<file path="src/rtl/arith_pkg.sv">
// rtl/arith_pkg.sv - shared encodings for the sequential arithmetic unit
package arith_pkg;

    localparam logic [1:0] OP_ADD = 2'b00;
    localparam logic [1:0] OP_SUB = 2'b01;
    localparam logic [1:0] OP_MUL = 2'b10;
    localparam logic [1:0] OP_DIV = 2'b11;

    localparam logic [1:0] ST_IDLE = 2'd0;
    localparam logic [1:0] ST_RUN  = 2'd1;
    localparam logic [1:0] ST_DONE = 2'd2;

    localparam logic MODE_MUL = 1'b0;
    localparam logic MODE_DIV = 1'b1;

endpackage

</file>
<file path="src/rtl/arith_iter_step.sv">
// rtl/arith_iter_step.sv - one shift-add multiply or restoring divide iteration
module arith_iter_step
    import arith_pkg::*;
#(
    parameter int WIDTH = 4
) (
    input  logic [2*WIDTH-1:0] acc,
    input  logic [WIDTH-1:0]   operand,
    input  logic               mode,
    output logic [2*WIDTH-1:0] next_acc,
    output logic               qbit
);

    logic [WIDTH:0] add_sum;
    logic [WIDTH:0] trial;

    // acc is {upper half, lower half}: product/multiplier for mul,
    // partial remainder/remaining dividend bits for div
    always_comb begin
        add_sum  = {1'b0, acc[2*WIDTH-1:WIDTH]} + (acc[0] ? {1'b0, operand} : '0);
        trial    = {acc[2*WIDTH-1:WIDTH], acc[WIDTH-1]} - {1'b0, operand};
        next_acc = '0;
        qbit     = 1'b0;
        if (mode == MODE_MUL) begin
            next_acc = {add_sum, acc[WIDTH-1:1]};
        end else begin
            qbit = ~trial[WIDTH];
            if (qbit) begin
                next_acc = {trial[WIDTH-1:0], acc[WIDTH-2:0], 1'b1};
            end else begin
                next_acc = {acc[2*WIDTH-2:0], 1'b0};
            end
        end
    end

endmodule

</file>
<file path="src/rtl/seq_arithmetic.sv">
// rtl/seq_arithmetic.sv - multi-cycle unsigned add/sub/mul/div with start/done handshake
module seq_arithmetic
    import arith_pkg::*;
#(
    parameter int WIDTH = 4
) (
    input  logic               clock,
    input  logic               reset,
    input  logic               start,
    input  logic [WIDTH-1:0]   x,
    input  logic [WIDTH-1:0]   y,
    input  logic [1:0]         operation,
    output logic               busy,
    output logic               done,
    output logic [2*WIDTH-1:0] returnValue,
    output logic               overflow,
    output logic [WIDTH-1:0]   remainder
);

    localparam int CW = $clog2(WIDTH + 1);
    localparam logic [CW-1:0] LAST = CW'(WIDTH - 1);

    logic [1:0]         state;
    logic [CW-1:0]      cnt;
    logic [1:0]         op_q;
    logic [WIDTH-1:0]   x_q;
    logic [WIDTH-1:0]   opnd;
    logic [2*WIDTH-1:0] acc;
    logic [2*WIDTH-1:0] ret_q;
    logic               ovf_q;
    logic [WIDTH-1:0]   rem_q;

    logic [WIDTH:0]     sum;
    logic [WIDTH-1:0]   diff;
    logic [2*WIDTH-1:0] step_next;
    logic               step_qbit;
    logic               step_mode;

    assign sum       = {1'b0, x} + {1'b0, y};
    assign diff      = x + ~y + WIDTH'(1);
    assign step_mode = (op_q == OP_DIV) ? MODE_DIV : MODE_MUL;

    arith_iter_step #(.WIDTH(WIDTH)) u_step (
        .acc      (acc),
        .operand  (opnd),
        .mode     (step_mode),
        .next_acc (step_next),
        .qbit     (step_qbit)
    );

    always_ff @(posedge clock) begin
        if (reset) begin
            state <= ST_IDLE;
            cnt   <= '0;
            op_q  <= OP_ADD;
            x_q   <= '0;
            opnd  <= '0;
            acc   <= '0;
            ret_q <= '0;
            ovf_q <= 1'b0;
            rem_q <= '0;
        end else begin
            case (state)
                ST_IDLE: begin
                    if (start) begin
                        op_q <= operation;
                        x_q  <= x;
                        opnd <= (operation == OP_MUL) ? x : y;
                        cnt  <= '0;
                        case (operation)
                            OP_ADD: begin
                                ret_q <= {{WIDTH{1'b0}}, sum[WIDTH-1:0]};
                                ovf_q <= sum[WIDTH];
                                rem_q <= '0;
                                state <= ST_DONE;
                            end
                            OP_SUB: begin
                                ret_q <= {{WIDTH{1'b0}}, diff};
                                ovf_q <= (x < y);
                                rem_q <= '0;
                                state <= ST_DONE;
                            end
                            OP_MUL: begin
                                acc   <= {{WIDTH{1'b0}}, y};
                                state <= ST_RUN;
                            end
                            default: begin
                                acc   <= {{WIDTH{1'b0}}, x};
                                state <= ST_RUN;
                            end
                        endcase
                    end
                end
                ST_RUN: begin
                    acc <= step_next;
                    cnt <= cnt + CW'(1);
                    if (cnt == LAST) begin
                        state <= ST_DONE;
                        if (op_q == OP_MUL) begin
                            ret_q <= step_next;
                            ovf_q <= |step_next[2*WIDTH-1:WIDTH];
                            rem_q <= '0;
                        end else if (opnd == '0) begin
                            // divide by zero still iterates; result is forced here
                            ret_q <= {{WIDTH{1'b0}}, {WIDTH{1'b1}}};
                            ovf_q <= 1'b1;
                            rem_q <= x_q;
                        end else begin
                            ret_q <= {{WIDTH{1'b0}}, step_next[WIDTH-1:1], step_qbit};
                            ovf_q <= 1'b0;
                            rem_q <= step_next[2*WIDTH-1:WIDTH];
                        end
                    end
                end
                ST_DONE: state <= ST_IDLE;
                default: state <= ST_IDLE;
            endcase
        end
    end

    assign busy        = (state != ST_IDLE);
    assign done        = (state == ST_DONE);
    assign returnValue = ret_q;
    assign overflow    = ovf_q;
    assign remainder   = rem_q;

endmodule
</file>
<file path="config.mk">
export PLATFORM = sky130hd
export DESIGN_NAME = seq_arithmetic
export DESIGN_NICKNAME = d
export VERILOG_FILES = /design/src/rtl/arith_pkg.sv /design/src/rtl/arith_iter_step.sv /design/src/rtl/seq_arithmetic.sv
export SDC_FILE = /design/constraint.sdc
export NUM_CORES = 1
export LEC_CHECK = 0
export BUFFER_PORTS_ARGS = -buffer_cell sky130_fd_sc_hd__clkbuf_2
export CAP_MARGIN = 20
export CORE_MARGIN = 2
export CORE_UTILIZATION = 55
export CTS_CLUSTER_DIAMETER = 50
export DETAILED_ROUTE_END_ITERATION = 16
export PLACE_DENSITY = 0.76
export SYNTH_ARGS = -nofsm -noshare
export SYNTH_HDL_FRONTEND = slang
export SYNTH_HIERARCHICAL = 1
export SYNTH_SLANG_ARGS = --single-unit
</file>
<file path="constraint.sdc">
create_clock -name clock -period 7.4 [get_ports clock]
set_clock_uncertainty 0.15 [all_clocks]
set_input_delay 1.11 -clock clock [delete_from_list [all_inputs] [get_ports clock]]
set_output_delay 1.11 -clock clock [all_outputs]
set_load 0.05 [all_outputs]
</file>
Yosys cells after proc, flatten, opt, wreduce, memory -nomap -nowiden
Index checks and enable logic that the tools add are counted.
W data, S select, Z words.
{ "op_classes": {"n_div": 0, "add_sub_neg": 6, "n_eq_ne": 12, "bitwise": 2, "n_mux": 33, "shifts": 0, "reduce_logical": 13, "order_cmp": 1, "mul": 0} }
{ "ops": {"columns": ["operator", "n"], "rows": [
  ["$pmux W8 S2", 4],
  ["$mux W8", 6],
  ["$mux W4", 8],
  ["$eq A2 B2 Y1 const B", 4],
  ["$ne A2 B2 Y1 const B", 4],
  ["$pmux W4 S2", 1],
  ["$reduce_and A4 Y1", 2],
  ["$mux W1", 6],
  ["$mux W2", 3],
  ["$pmux W3 S2", 1],
  ["$reduce_and A2 Y1", 3],
  ["$add A4 B4 Y5", 1],
  ["$add A4 B5 Y5", 1],
  ["$sub A5 B4 Y5", 1],
  ["$add A4 B1 Y4 const B", 1],
  ["$add A4 B4 Y4", 1],
  ["$eq A2 B1 Y1 const B", 2],
  ["$logic_not A2 Y1", 2],
  ["$logic_not A4 Y1", 1],
  ["$lt A4 B4 Y1", 1],
  ["$not A4 Y4", 1],
  ["$pmux W1 S2", 2],
  ["$pmux W2 S2", 1],
  ["$reduce_bool A2 Y1", 2],
  ["8 further kinds", 8]
]} }
{ "totals": {"reg_bits": 36, "latchBits": 0, "n_memories": 0, "mem_bits_rw": 0, "mem_bits_ro": 0, "elab_cells": 76, "out_inout_bits": 15, "inputBits": 13} }

Logic depth before layout (Yosys ltp)
Gate-level depths: netlist of run 1.
{ "logic_depth": {"word_depth": 7, "ltp_mapped": 13, "depth_no_buf": 13} }

Hierarchy
The synthesis of run 1 kept the hierarchy.
{ "modules_own_cells": {"columns": ["module", "instances", "seq_area_each_um2", "cells_each", "area_each_um2"], "rows": [
  ["seq_arithmetic", 1, 720.7, 223, 1901.8],
  ["arith_iter_step", 1, 0.0, 56, 457.9]
]} }

Least setup slack after synthesis of run 1
No wires, ideal clock.
{ "synth_timing": {"path_kind": "reg2reg", "from": "register acc[3]", "to": "register ovf_q (netlist: overflow)", "t_arrival_ns": 2.791, "t_required_ns": 7.180, "path_stages_with_launch": 14, "setup_ns": 0.070, "period_less_slack_ns": 3.012, "setup_slack_ns": 4.388, "path_buffers": 0, "cell_sequence": "dfxtp_1 > inv_1 > ha_1 > fa_1 > nand2b_1 > a21oi_4 > xor2_4 > mux2_1 > a21oi_1 > nor4_1 > nor2_1 > a21oi_1 > a221o_1 > a21oi_1"} }
{ "synth_between": {"elab_chain_len": 7} }
{ "synth_lines": {"columns": ["element", "line", "rtl"], "rows": [
  ["start, declared", "seq_arithmetic.sv:28", "logic [2*WIDTH-1:0] acc;"],
  ["start signal, assigned", "seq_arithmetic.sv:84", "acc <= {{WIDTH{1'b0}}, y};"],
  ["start signal, assigned", "seq_arithmetic.sv:88", "acc <= {{WIDTH{1'b0}}, x};"],
  ["start signal, assigned", "seq_arithmetic.sv:95", "acc <= step_next;"],
  ["$sub A5 B4 Y5", "arith_iter_step.sv:21", "trial = {acc[2*WIDTH-1:WIDTH], acc[WIDTH-1]} - {1'b0, operand};"],
  ["$mux W8", "arith_iter_step.sv:28", "if (qbit) begin"],
  ["$mux W8", "arith_iter_step.sv:24", "if (mode == MODE_MUL) begin"],
  ["via step_next[5]", "seq_arithmetic.sv:35", "logic [2*WIDTH-1:0] step_next;"],
  ["$reduce_or A4 Y1", "seq_arithmetic.sv:101", "ovf_q <= |step_next[2*WIDTH-1:WIDTH];"],
  ["$mux W1", "seq_arithmetic.sv:99", "if (op_q == OP_MUL) begin"],
  ["$mux W1", "seq_arithmetic.sv:97", "if (cnt == LAST) begin"],
  ["$pmux W1 S2", "seq_arithmetic.sv:63", "case (state)"],
  ["end signal, assigned", "seq_arithmetic.sv:73", "ovf_q <= sum[WIDTH];"],
  ["end signal, assigned", "seq_arithmetic.sv:79", "ovf_q <= (x < y);"],
  ["end signal, assigned", "seq_arithmetic.sv:101", null],
  ["end, declared", "seq_arithmetic.sv:30", "logic ovf_q;"]
]} }
The timed path passes the listed nets, and every way through them passes these cells. The select of a mux whose other input is x is not followed.
A chain may end at the register's enable or synchronous reset.

Worst setup path after layout of run 1
Same ends and word-level chain as after synthesis.

==> results of run 1 <==
## tightest hold or removal path, stage by stage (launching register included)
cell	delay, ns
dfxtp_1	0.32
nand2_1	0.05
a21oi_1	0.05
## cells in the final DEF (no fill, tap or decap), types with 5 or more instances in the layout
| cell | n |
|---|---|
| ha_1 | 18 |
| clkbuf_8 | 5 |
| inv_1 | 17 |
| nand2b_1 | 5 |
| and2_1 | 9 |
| mux2i_1 | 15 |
| a21oi_1 | 23 |
| nor2b_1 | 7 |
| nand2_1 | 20 |
| nor2_1 | 46 |
| dfxtp_1 | 36 |
| o21ai_0 | 5 |
| clkbuf_2 | 27 |
| a211oi_1 | 12 |
| a22oi_1 | 6 |
## area by class of cell
class / instances / area (um2)
repair buffers: 28 / 142.6
flip-flops and latches: 36 / 720.7
clock buffers: 5 / 68.82
clock inverters: 3 / 18.77
multi-input cells: 213 / 1514
well taps: 50 / 62.56
fillers: 372 / 1466
inverters: 17 / 63.81
## stage by stage
| step | util [%] | worst slack, ns | std cells |
|---|---|---|---|
| detailed placement | 61.70 | 4.143 | 344 |
| global placement | 61.70 | 4.245 | 344 |
| floorplan | - | 4.388 | 279 |
| CTS | 63.86 | 4.083 | 352 |
| global route | 63.86 | 3.875 | 352 |
| finish | 63.86 | 4.056 | 352 |
## how the worst max path moves through the flow
stage                         from               endpoint  slack, ns
3_3_place_gp   acc[3]$_SDFFE_PP0P_  overflow$_SDFFE_PP0P_       4.24
4_1_cts        acc[3]$_SDFFE_PP0P_  overflow$_SDFFE_PP0P_       4.08
5_1_grt        acc[3]$_SDFFE_PP0P_  overflow$_SDFFE_PP0P_       3.88
6_report       acc[3]$_SDFFE_PP0P_  overflow$_SDFFE_PP0P_       4.06
3_5_place_dp   acc[3]$_SDFFE_PP0P_  overflow$_SDFFE_PP0P_       4.14
2_1_floorplan  acc[3]$_SDFFE_PP0P_  overflow$_SDFFE_PP0P_       4.39
## power groups by stage
| stage | Combinational, mW | Sequential (mW) | Clock (mW) |
|---|---|---|---|
| finish | 0.119 | 0.213 | 0.139 |
| global route | 0.131 | 0.214 | 0.149 |
| CTS | 0.120 | 0.213 | 0.143 |
| detailed placement | 0.119 | 0.217 | 0 |
| global placement | 0.118 | 0.217 | 0 |
| floorplan | 0.0848 | 0.222 | 0 |
## sequential cells by signal, indices dropped and copies added, names as in the netlist
signal	flops
acc	8
cnt	3
op_q	2
opnd	4
overflow	1
remainder	4
returnValue	8
state	2
x_q	4
## cell families (layout without fill, tap and decap cells)
group                      count (synthesis)  after routing  share of synthesized area [%]
AOI/OAI and AO/OA                         68             68                          19.94
xor gates and xnor gates                   6              6                          3.022
adders and majority gates                 22             22                          12.94
buffers and inverters                     30             53                          5.302
DFF                                       36             36                          30.54
muxes                                     19             19                          8.271
and+or+nand+nor                           98             98                          19.99
## synth_stat cells (2+ instances only)
| master | count | area share (%) |
|---|---|---|
| inv_1 | 17 | 2.7 |
| dfxtp_1 | 36 | 31 |
| and2_1 | 9 | 2.4 |
| nor2_1 | 46 | 7.3 |
| a2bb2oi_1 | 4 | 1.5 |
| a21oi_1 | 23 | 4.9 |
| nand2_1 | 20 | 3.2 |
| mux2_2 | 3 | 1.4 |
| xnor2_1 | 4 | 1.5 |
| buf_2 | 4 | 0.85 |
| nand2b_1 | 5 | 1.3 |
| a22oi_1 | 6 | 1.9 |
| o21ai_0 | 5 | 1.1 |
| a31oi_1 | 4 | 1.1 |
| fa_1 | 4 | 3.4 |
| a211oi_1 | 12 | 3.8 |
| nor3_1 | 2 | 0.42 |
| mux2i_1 | 15 | 6.4 |
| a21o_1 | 4 | 1.3 |
| nor2b_1 | 7 | 1.9 |
| clkbuf_1 | 8 | 1.3 |
| ha_1 | 18 | 9.5 |
## per-layer routing
layer	vias to the layer above	part of all wire [%]
li1	1013	-
met1	949	46
met2	54	47
met3	9	4.4
met4	0	1.5
met5	-	0
==> summary.md, run 1 <==
| Metric | Value |
|---|---|
| Clk root buf | `clkbuf_8` |
| Crit path max-delay cell type | `fa_1` |
| Register area share after synthesis | `30.54%` |
| RSZ-0062 raised after global routing | `no` |
| CP top delay family | `compound AO/OA/AOI/OAI gates` |
| Synth unique cells | `45` |
| Die Y | `69.50 um` |
| Die X | `69.50 um` |
| Post-CTS setup buffer count | `0` |
| Post-cts resize count | `0` |
| Share of layout cells above drive strength 1 | `14.90%` |
| Hold Buf Count CTS | `0` |
| Met1 Use GR | `a little under a third` |
| CP max FO | `6` |
| Total Power | `470.8 uW` |
| Sink Count | `36` |
| Final worst path period share | `45.19%` |
| Hold Vio Cnt, Final | `0` |
| Comb pwr share | `25.4%` |
| Worst Hold Endpoint | `x_q[3]$_SDFFE_PP0P_` |
| Core ar. | `between 4000 and 5000 um2` |
| Area grow syn2layout | `9.809%` |
| Post-route antenna net violation count | `0` |
| Arrival @ worst endpoint | `roughly 3.4 ns` |
| Clock Path Buffers | `2` |
| CTS tree | `yes` |
| First-pass GRT wire length | `between 8 and 9 mm` |
| DRT Pass-1 Iters | `4` |
| DRC | `0` |
| Drt total wl | `5.314 mm` |
| Initial antenna violation count | `0` |
| Hold Path Cell Cnt | `2` |
| Clock Latency Late Sink | `just under 0.3 ns` |
| Critical-path cell list | `inv_1, ha_1, fa_1, nand2b_1, a21oi_4, xor2_4, mux2_1, a21oi_1, nor4_1, nor2_1, a21oi_1, a221o_1, a21oi_1` |
| Cts bufs inserted | `5` |
| Worst r2r src | `acc[3]$_SDFFE_PP0P_` |
| Synth Register Bits | `36` |
| GRT overflow | `0` |
| IO buf count | `27` |
| Most used cell along the critical path | `a21oi_1` |
| Status | `finished, final reports clean` |
| Setup TNS Final | `0 ns` |
| Die footprint | `4830 um2` |
| Post-detail-place hpwl | `3.970 mm` |
| Final Max Slew Viols | `0` |
| Post-DR vias/cell | `roughly 5.8` |
| Worst Hold Class | `flop to flop` |
| Met2 usage | `37.18%` |
| Avg Synthesized Cell Area | `8.458 um2` |
| VDD IR max | `roughly 0.00012 V` |
| Leakage | `1.171 nW` |
| Sw power | `155.6 uW` |
| Worst path required time | `7.47 ns` |
| Initial DRC Count | `113` |
| Cell-internal power | `315.3 uW` |
| Max cap viols | `0` |
| Clock Power Share | `29.4%` |
| Reg2Reg Depth | `13` |
| H-tree Lvls | `2` |
| Placer's final routability congestion estimate | `0.8115` |
| Sequential power share | `between 40 and 50%` |
| EDFF count, synth | `0` |
| Cell Rows | `23` |
| CP endpoint kind | `flop` |
| Fmax | `299.0 MHz` |
| CP max stage delay | `just over 0.4 ns` |
| Reg2reg setup slack | `4.06 ns` |
| Actual slew at the worst max-slew pin | `between 1 and 1.5 ns` |
| Setup Viol. Count Final | `0` |
| Worst-path clk slew | `around 0.080 ns` |
| Pin count of the biggest net entering global routing | `37` |
| Rel. slew slack | `32.10%` |
| GRT met3 Usage | `3.634%` |
| Nets | `336` |
| Fin Hold WS | `0.3142 ns` |
| Async SR Flop Fraction | `0%` |
| Io pins | `28` |
| Hold Startpoint | `x_q[3]$_SDFFE_PP0P_` |
| PD cells | `about 180 nW/um2` |
| Worst reg2reg path endpoint | `overflow$_SDFFE_PP0P_` |
| Critical path depth | `13` |
| Most used DFF post-synth | `dfxtp_1` |
| Gr usage total | `a little under a quarter` |
| Mapped Cells | `279` |
| Mapped Area | `2360 um2` |
| Switching share of total power | `33.05%` |
| Placed Area | `2504 um2` |
| Total number of vias | `2025` |
| Gr busiest metal | `met2` |
| Worst Path Buf+Inv | `1` |
| Syn. warnings | `6` |
| Vias in the first global route | `1880` |
| # diodes | `0` |
| WL/cell | `15.10 um` |
| CP Launch Type | `flop` |
| Initial Util | `58.16%` |
| Min cycle time layout | `3.344 ns` |
| Syn_nets | `314` |
| Crit path kind | `flop to flop` |
| Design area | `2591 um2` |
Note: power is estimated with default switching activity, not from simulation.
==> inputs of run 2 (changes only) <==
CORE_UTILIZATION = 53   (was 55)
clock period = 2.9 ns   (was 7.4 ns; I/O delays follow)
==> summary.md, run 2 (same netlist as run 1, synthesis figures left out) <==
| Metric | Value |
|---|---|
| Status | `finished with violations` |
| Failing checks | `negative setup slack` |
| Placer's final routability congestion estimate | `0.8749 (+7.8%)` |
| Sink Count | `36 (unchanged)` |
| CTS tree | `yes` |
| Hold Vio Cnt, Final | `0 (unchanged)` |
| Design area | `2789 um2 (+7.6%)` |
| Die footprint | `5002 um2 (+3.6%)` |
| Worst r2r src | `acc[3]$_SDFFE_PP0P_` |
| Actual slew at the worst max-slew pin | `0.7255 ns (-0.2909 ns)` |
| CP max FO | `3 (-3)` |
| CP Launch Type | `flop` |
| Max cap viols | `0 (unchanged)` |
| Gr usage total | `23.13% (+0.20 points)` |
| Core ar. | `4324 um2 (+6.6%)` |
| Final worst path period share | `100.3% (+55 points)` |
| Die X | `70.73 um (+1.8%)` |
| Total number of vias | `2083 (+2.9%)` |
| Clk root buf | `clkbuf_8` |
| Setup TNS Final | `-0.007788 ns (-0.007788 ns)` |
| Clock Path Buffers | `2 (unchanged)` |
| Arrival @ worst endpoint | `2.91 ns (-0.50 ns)` |
| Worst Hold Class | `primary input to flop` |
| IO buf count | `27 (unchanged)` |
| DRC | `0 (unchanged)` |
| Worst path required time | `2.90 ns (-4.57 ns)` |
| RSZ-0062 raised after global routing | `yes` |
| GRT overflow | `0 (unchanged)` |
| Drt total wl | `5.574 mm (+4.9%)` |
| Initial antenna violation count | `0 (unchanged)` |
| Hold Buf Count CTS | `0 (unchanged)` |
| Worst setup margin | `-0.007788 ns (-4.064 ns)` |
| Cell Rows | `24 (+4.3%)` |
| Worst-path clk slew | `0.07 ns (about the same)` |
| Cts bufs inserted | `5 (unchanged)` |
| Post-route antenna net violation count | `0 (unchanged)` |
| Fillcell total | `384 (+3.2%)` |
| Final Max Slew Viols | `0 (unchanged)` |
| Fmax | `343.9 MHz (+15%)` |
| First-pass GRT wire length | `9.087 mm (+1.2%)` |
| Die Y | `70.73 um (+1.8%)` |
| PD cells | `479.6 nW/um2 (+160%)` |
| DRT Pass-1 Iters | `4 (unchanged)` |
| H-tree Lvls | `2 (unchanged)` |
| Initial Util | `54.57% (-3.6 points)` |
| WL/cell | `15.11 um (about the same)` |
| CP endpoint | `overflow$_SDFFE_PP0P_` |
| Rel. slew slack | `51.63% (+20 points)` |
| Post-detail-place hpwl | `4.201 mm (+5.8%)` |
| Total Power | `1.338 mW (+180%)` |
| Reg2reg setup slack | `-0.008 ns (-4.06 ns)` |
| Setup Viol. Count Final | `1 (+1)` |
| Crit path kind | `flop to flop` |
| Clock Latency Late Sink | `0.29 ns (about the same)` |
| Leakage | `1.267 nW (+8.2%)` |
| Area grow syn2layout | `18.19%` |
| Share of layout cells above drive strength 1 | `22.08% (+7.2 points)` |
| CP endpoint kind | `flop` |
| Critical Path Start | `acc[3]$_SDFFE_PP0P_` |
| Commonest non-fill, non-tap cell in the layout | `nor2_1` |
| Min cycle time layout | `2.908 ns (-0.4362 ns)` |
| Most frequent cells in the layout | `nor2_1 (46), dfxtp_1 (35), clkbuf_2 (27)` |
| Reg2Reg Depth | `14 (+1)` |
| # diodes | `0 (unchanged)` |
| Post-DR vias/cell | `5.645 (-1.9%)` |
| Vias in the first global route | `1928 (+2.6%)` |
| Hold Startpoint | `operation[0]` |
| Pin count of the biggest net entering global routing | `37 (unchanged)` |
| Nets | `351 (+4.5%)` |
| Initial DRC Count | `136 (+20%)` |
| VDD IR max | `0.0002320 V (+90%)` |
| Worst reg2reg path endpoint | `overflow$_SDFFE_PP0P_` |
| Placed Area | `2626 um2 (+4.9%)` |
| Io pins | `28 (unchanged)` |
[run 2: cell count changes in the layout (fill, tap and decap cells not counted), sizes merged]
cell / delta
clkbuf: +1
bufinv: +1
clkinv: -2
buf: +15
[run 2: how the worst min path moves through the flow]
| stage | cells past startpoint | end | slack (ns) |
|---|---|---|---|
| after floorplan | 2 | x_q[0]$_SDFFE_PP0P_ | 0.29 |
| after detailed placement | 2 | x_q[0]$_SDFFE_PP0P_ | 0.31 |
| after global routing | 3 | op_q[0]$_SDFFE_PP0P_ | 0.29 |
| after global placement | 2 | x_q[3]$_SDFFE_PP0P_ | 0.30 |
| after CTS | 3 | op_q[0]$_SDFFE_PP0P_ | 0.28 |
| final | 3 | op_q[0]$_SDFFE_PP0P_ | 0.28 |
[run 2: where the power goes]
group          total [mW]  switching (mW)  internal, mW
registers           0.539          0.0200         0.519
logic               0.361           0.207         0.154
clock network       0.437           0.182         0.255
total                1.34           0.409         0.928
[run 2: timing repair]
action	4_1_cts	5_1_grt
setup buffers	0	2
gates resized for setup	1	9
pin swaps	1	8
endpoints found under the setup margin	1	3
[run 2: critical path, stage by stage (launching register included)]
cell      delay [ns]
dfxtp_2         0.33
inv_2           0.05
ha_4            0.16
fa_2            0.38
nand2b_4        0.16
a21oi_4         0.20
xor2_4          0.21
buf_6           0.13
mux2i_2         0.23
a21oi_2         0.09
nor4_2          0.27
nor2_1          0.08
a21oi_1         0.13
a221o_1         0.16
a21oi_1         0.05
[run 2: layout make-up]
class	count	area (um2)	share of cell area, %
Clock buffer	6	72.57	2.602
Clock inverter	2	35.03	1.256
Inverter	17	63.81	2.288
Multi-Input combinational cell	213	1572	56.35
Sequential cell	36	721.9	25.89
Tap cell	52	65.06	2.333
Timing Repair Buffer	43	259.0	9.287
[run 2: through the flow]
step                      util [%]  cells  setup slack, ns  hold slack [ns]
after global routing         64.50    369          -0.2297           0.2914
after global placement       60.73    359          0.03208           0.2983
after CTS                    63.28    367         0.001561           0.2799
after floorplan                  -    279         0.006954           0.2860
final                        64.50    369        -0.007788           0.2832
after detailed placement     60.73    359         -0.03895           0.3082
[run 2: layer usage]
layer / share of wire, % / routed length, um / vias to the layer above / track usage [%]
li1: - / - / 1048 / -
met1: 46 / 2561 / 979 / 29.89
met2: 49 / 2716 / 46 / 38.84
met3: 3.1 / 173 / 10 / 3.134
met4: 2.2 / 122 / 0 / 9.853
met5: 0 / 0 / - / 0
